[src/rtl/pc_stage.sv]
// Fetch-stage program counter: boot sequencing, stall/branch/flush redirect with a single pending slot.
// Optional fetch-alignment check enabled by defining PC_ALIGN_CHECK_EN.
module pc_stage (
  input  logic        clk,
  input  logic        rst,
  input  logic        stall_pc,
  input  logic        flush,
  input  logic [31:0] exc_pc,
  input  logic        branch_flag,
  input  logic [31:0] branch_addr,
  output logic [31:0] pc,
  output logic        rom_en,
  output logic        redirect_pending,
  output logic        pc_misaligned
);

  localparam int unsigned PcW     = 32;
  localparam logic [PcW-1:0] BootPc = PcW'(32'hbfc0_0000);
  localparam logic [PcW-1:0] PcStep = PcW'(4);

  typedef enum logic [1:0] {
    BOOT = 2'd0,
    RUN  = 2'd1,
    HOLD = 2'd2
  } state_e;

  state_e         r_state;
  state_e         w_state_nxt;
  logic [PcW-1:0] r_pc;
  logic [PcW-1:0] w_pc_nxt;
  logic           r_pend;
  logic           w_pend_nxt;
  logic [PcW-1:0] r_pend_addr;
  logic [PcW-1:0] w_pend_addr_nxt;
  logic           r_rom_en;
  logic           w_rom_en_nxt;

  // Next-state / next-pc: flush > stall > pending target > branch > sequential.
  always_comb begin
    w_state_nxt     = r_state;
    w_pc_nxt        = r_pc;
    w_pend_nxt      = r_pend;
    w_pend_addr_nxt = r_pend_addr;
    case (r_state)
      BOOT: begin
        w_state_nxt = RUN;
      end
      RUN, HOLD: begin
        if (flush) begin
          w_pc_nxt        = exc_pc;
          w_pend_nxt      = 1'b0;
          w_pend_addr_nxt = '0;
          w_state_nxt     = RUN;
        end else if (stall_pc) begin
          // Only the first branch seen under stall is captured.
          if (r_state == RUN && branch_flag) begin
            w_pend_nxt      = 1'b1;
            w_pend_addr_nxt = branch_addr;
            w_state_nxt     = HOLD;
          end
        end else if (r_pend) begin
          w_pc_nxt        = r_pend_addr;
          w_pend_nxt      = 1'b0;
          w_pend_addr_nxt = '0;
          w_state_nxt     = RUN;
        end else if (branch_flag) begin
          w_pc_nxt    = branch_addr;
          w_state_nxt = RUN;
        end else begin
          w_pc_nxt    = r_pc + PcStep;
          w_state_nxt = RUN;
        end
      end
      default: begin
        w_state_nxt = BOOT;
      end
    endcase
  end

`ifdef PC_ALIGN_CHECK_EN
  logic r_misaligned;
  logic w_misaligned_nxt;

  always_comb begin
    w_misaligned_nxt = (w_pc_nxt[1:0] != 2'b00);
    w_rom_en_nxt     = (w_state_nxt != BOOT) && !w_misaligned_nxt;
  end

  always_ff @(posedge clk) begin
    if (rst) r_misaligned <= 1'b0;
    else     r_misaligned <= w_misaligned_nxt;
  end

  assign pc_misaligned = r_misaligned;
`else
  always_comb begin
    w_rom_en_nxt = (w_state_nxt != BOOT);
  end

  assign pc_misaligned = 1'b0;
`endif

  always_ff @(posedge clk) begin
    if (rst) begin
      r_state     <= BOOT;
      r_pc        <= BootPc;
      r_pend      <= 1'b0;
      r_pend_addr <= '0;
      r_rom_en    <= 1'b0;
    end else begin
      r_state     <= w_state_nxt;
      r_pc        <= w_pc_nxt;
      r_pend      <= w_pend_nxt;
      r_pend_addr <= w_pend_addr_nxt;
      r_rom_en    <= w_rom_en_nxt;
    end
  end

  assign pc               = r_pc;
  assign rom_en           = r_rom_en;
  assign redirect_pending = r_pend;

endmodule

[config.mk]
export PLATFORM = sky130hd
export DESIGN_NAME = pc_stage
export DESIGN_NICKNAME = d
export VERILOG_FILES = /design/src/rtl/pc_stage.sv
export SDC_FILE = /design/constraint.sdc
export NUM_CORES = 1
export LEC_CHECK = 0
export BUFFER_PORTS_ARGS = -buffer_cell sky130_fd_sc_hd__buf_2
export CORE_AREA = 2 2 102 104
export CTS_CLUSTER_SIZE = 14
export DETAILED_ROUTE_END_ITERATION = 8
export DIE_AREA = 0 0 104 106
export PLACE_DENSITY_LB_ADDON = 0.05
export SYNTH_ARGS = -nofsm -noshare
export SYNTH_HDL_FRONTEND = slang
export SYNTH_SLANG_ARGS = --single-unit
[constraint.sdc]
create_clock -name clk -period 2.8 [get_ports clk]
set_clock_uncertainty 0.1 [all_clocks]
set_input_delay 0.14 -clock clk [delete_from_list [all_inputs] [get_ports clk]]
set_output_delay 0.14 -clock clk [all_outputs]
set_load 0.01 [all_outputs]
==> impl_metrics.py <==
metrics = {
    "floorplan": {
        "dieWidth_um": 104,
        "start_util_pct": 39.00,
        "core_area_um2": 10000,
        "die_area_um2": 11020,
        "chipHeight_um": 106,
        "pin_count": 104,
        "rows": 37,
    },
    "setup_path": {
        "cp_slowest_cell": "nand2_1",
        "cp.arrival_ns": 2.60,
        "cp-startpoint": "r_state[0]",
        "critical_path.max_stage_delay_ns": 0.56,
        "rrSetupSlack_ns": 0.32,
        "end_kind": "flip-flop",
        "cp.buffers_inverters": 2,
        "crit_chain": "inv_1 -> ha_1 -> nand2_1 -> buf_4 -> a221oi_1 -> a2111oi_0",
        "startpoint_type": "flip-flop",
        "worstSetupPathType": "reg2reg",
        "r2r_start": "r_state[0]",
        "cp_max_fo": 17,
        "crit_required_ns": 2.92,
        "critical_path.top_delay_family": "simple AND/OR/NAND/NOR gates",
    },
    "run_status": {
        "violations": "negative hold slack",
        "outcome": "finished, violations left",
    },
    "final_layout": {
        "seqCellArea_um2": 1361,
        "fin_nets": 713,
        "drive_gt1_share_pct": 24.22,
        "syn2layout_area_growth_pct": 33.69,
        "final_util_pct": 52.14,
        "diodes": 0,
        "nFillCells": 1023,
        "multi_input_area_um2": 2344,
    },
    "synthesis": {
        "seq_area_frac_synth_pct": 34.91,
        "ys_ff_latch": 68,
        "yosysWarnings": 0,
        "synth_top_area_share_pct": 34.91,
        "ys_types": 56,
        "synth_edf_count": 0,
        "syn_inst": 506,
        "synth_top_cell_by_area": "dfxtp_1",
        "netlist_top_cells_count": "68 x dfxtp_1, 50 x nand2_1, 48 x a21oi_1, 41 x nor2_1, 35 x nand3_1",
        "syn_area_um2": 3900,
        "synthArstFlopShare_pct": 0,
        "post-synth-top-count-cell": "dfxtp_1",
        "syn-num-nets": 580,
        "synth_flop_cell": "dfxtp_1",
        "synthTopCellsByArea": "dfxtp_1 35%, a21oi_1 6.2%, nand2_1 4.8%, nand3_1 4.5%, nor2_1 3.9%",
        "synth_area_per_cell_um2": 7.707,
    },
    "cts": {
        "cts_made_buffers": 9,
        "cts_num_sinks": 68,
        "cts_setup_buffers": 0,
        "cts_resized": 0,
        "clock_latency_ns": 0.35,
        "cts_tree": "done",
        "root_buffer": "clkbuf_8",
        "cts_buffer_depth": 2,
        "htreeDepth": 3,
        "holdBufCountCts": 38,
        "clk_pin_slew_worst_paths_ns": 0.09,
    },
    "sta": {
        "rsz0062_at_grt": "no",
        "min_period_over_period_pct": 88.66,
        "maxSlewHeadroom_pct": 45.48,
        "tightest_slew_ns": 0.8161,
        "slew_violations": 0,
        "finalSetupTns_ns": 0,
        "hold_violations": 1,
        "fin_hold_ws_ns": -0.0002176,
        "post-route-min-period_ns": 2.482,
        "finalSetupViolCount": 0,
        "fmax_mhz": 402.8,
    },
    "grt": {
        "grt_pass1_vias": 4187,
        "grt_pass1_wl_mm": 22.44,
        "grt_usage_pct": 25.60,
        "antenna_found_initial": 0,
        "grt_max_degree": 37,
        "overflow": 0,
    },
    "routing": {
        "route.detailed.drc": 0,
        "routed_wirelength_mm": 14.17,
        "drt_iter0_markers": 296,
        "routedWlPerCell_um": 18.16,
        "dr_total_vias": 4514,
        "drt_first_pass_iters": 5,
        "ant_nets": 0,
        "via_per_inst": 5.787,
    },
    "power": {
        "power_density_nw_per_um2": 491.5,
        "vdd_drop_max_v": 0.0004015,
        "cellLeakagePower_nw": 2.049,
    },
    "worst_hold_path": {
        "hold_class": "in2reg",
        "min_from": "exc_pc[4]",
    },
    "flow_run": {
        "max-cap-violations": 0,
    },
    "place": {
        "numPortBuffers": 102,
        "gp_congestion": 0.8339,
        "dpl.hpwl_mm": 9.969,
    },
}
## cells by family after synthesis
group	after synthesis	share of synthesized area, %
other cells	1	0.09615
fa+ha+maj	5	1.604
xor+xnor	10	2.246
buf+inv	53	5.358
mux	5	1.283
simple gates	193	25.09
flops	68	34.91
compound gates	171	29.42
## cell type report
| type | instances | share of cell area, % |
|---|---|---|
| timing repair buffer | 164 | 20.54 |
| clock buffer | 11 | 2.712 |
| sequential | 68 | 26.11 |
| inverter | 11 | 0.7919 |
| multi-input combinational | 385 | 44.95 |
| tap | 136 | 3.264 |
| clock inverter | 5 | 1.632 |
## layout by cell type (no fill, tap or decap), types with 10 or more instances in the layout
cell type      Yosys  final
buf_2              5    102
dfxtp_1           68     68
nand2_1           50     50
a21oi_1           48     48
nor2_1            41     41
dlygate4sd3_1      0     38
nand3_1           35     35
buf_4              1     24
o21ai_0           22     22
a221oi_1          14     14
a22oi_1           12     12
nor3_1            12     12
inv_1             10     10
and3_1            10     10
nand4_1           10     10
a211oi_1          10     10
a31oi_1           10     10
clkbuf_8           0     10
## flip-flops by register name (all words and copies together), names as in the netlist
signal / cells
pc: 32
r_pend_addr: 32
r_state: 2
redirect_pending: 1
rom_en: 1
## routing by layer
layer	wire, um	vias up	share of wire [%]	global-route usage (%)
met3	900	9	6.4	3.801
met2	6552	183	46	42.25
li1	-	2164	-	-
met5	0	-	0	0
met4	120	0	0.85	6.274
met1	6594	2158	47	35.28
## metrics by stage
stage / instances / hold slack [ns] / setup slack, ns / power [mW] / area (um2)
finish: 780 / -0.0002176 / 0.3177 / 2.562 / 5214
global route: 780 / 0.008847 / 0.09964 / 2.674 / 5214
CTS: 780 / 0.002165 / 0.3304 / 2.569 / 5214
detailed placement: 726 / 0.2829 / 0.3224 / 1.595 / 4607
global placement: 726 / 0.2705 / 0.4278 / 1.590 / 4607
floorplan: 506 / 0.1801 / 0.8248 / 1.374 / 3900
## tightest hold or removal path: stages
cell and delay, ns:
buf_2 0.08, o211ai_1 0.08, a21oi_1 0.12
## power by group
group	total [mW]	switching (mW)	internal, mW
logic	0.526	0.293	0.233
registers	1.09	0.0744	1.02
clock network	0.944	0.414	0.530
## final timing paths
path / to / cells past startpoint
hold / removal: pc[4] / 3
setup reg to reg: pc[15] / 6
hold reg to reg: r_pend_addr[30] / 2
setup / recovery: pc[15] / 6
Power figures use the tool's default switching activity.
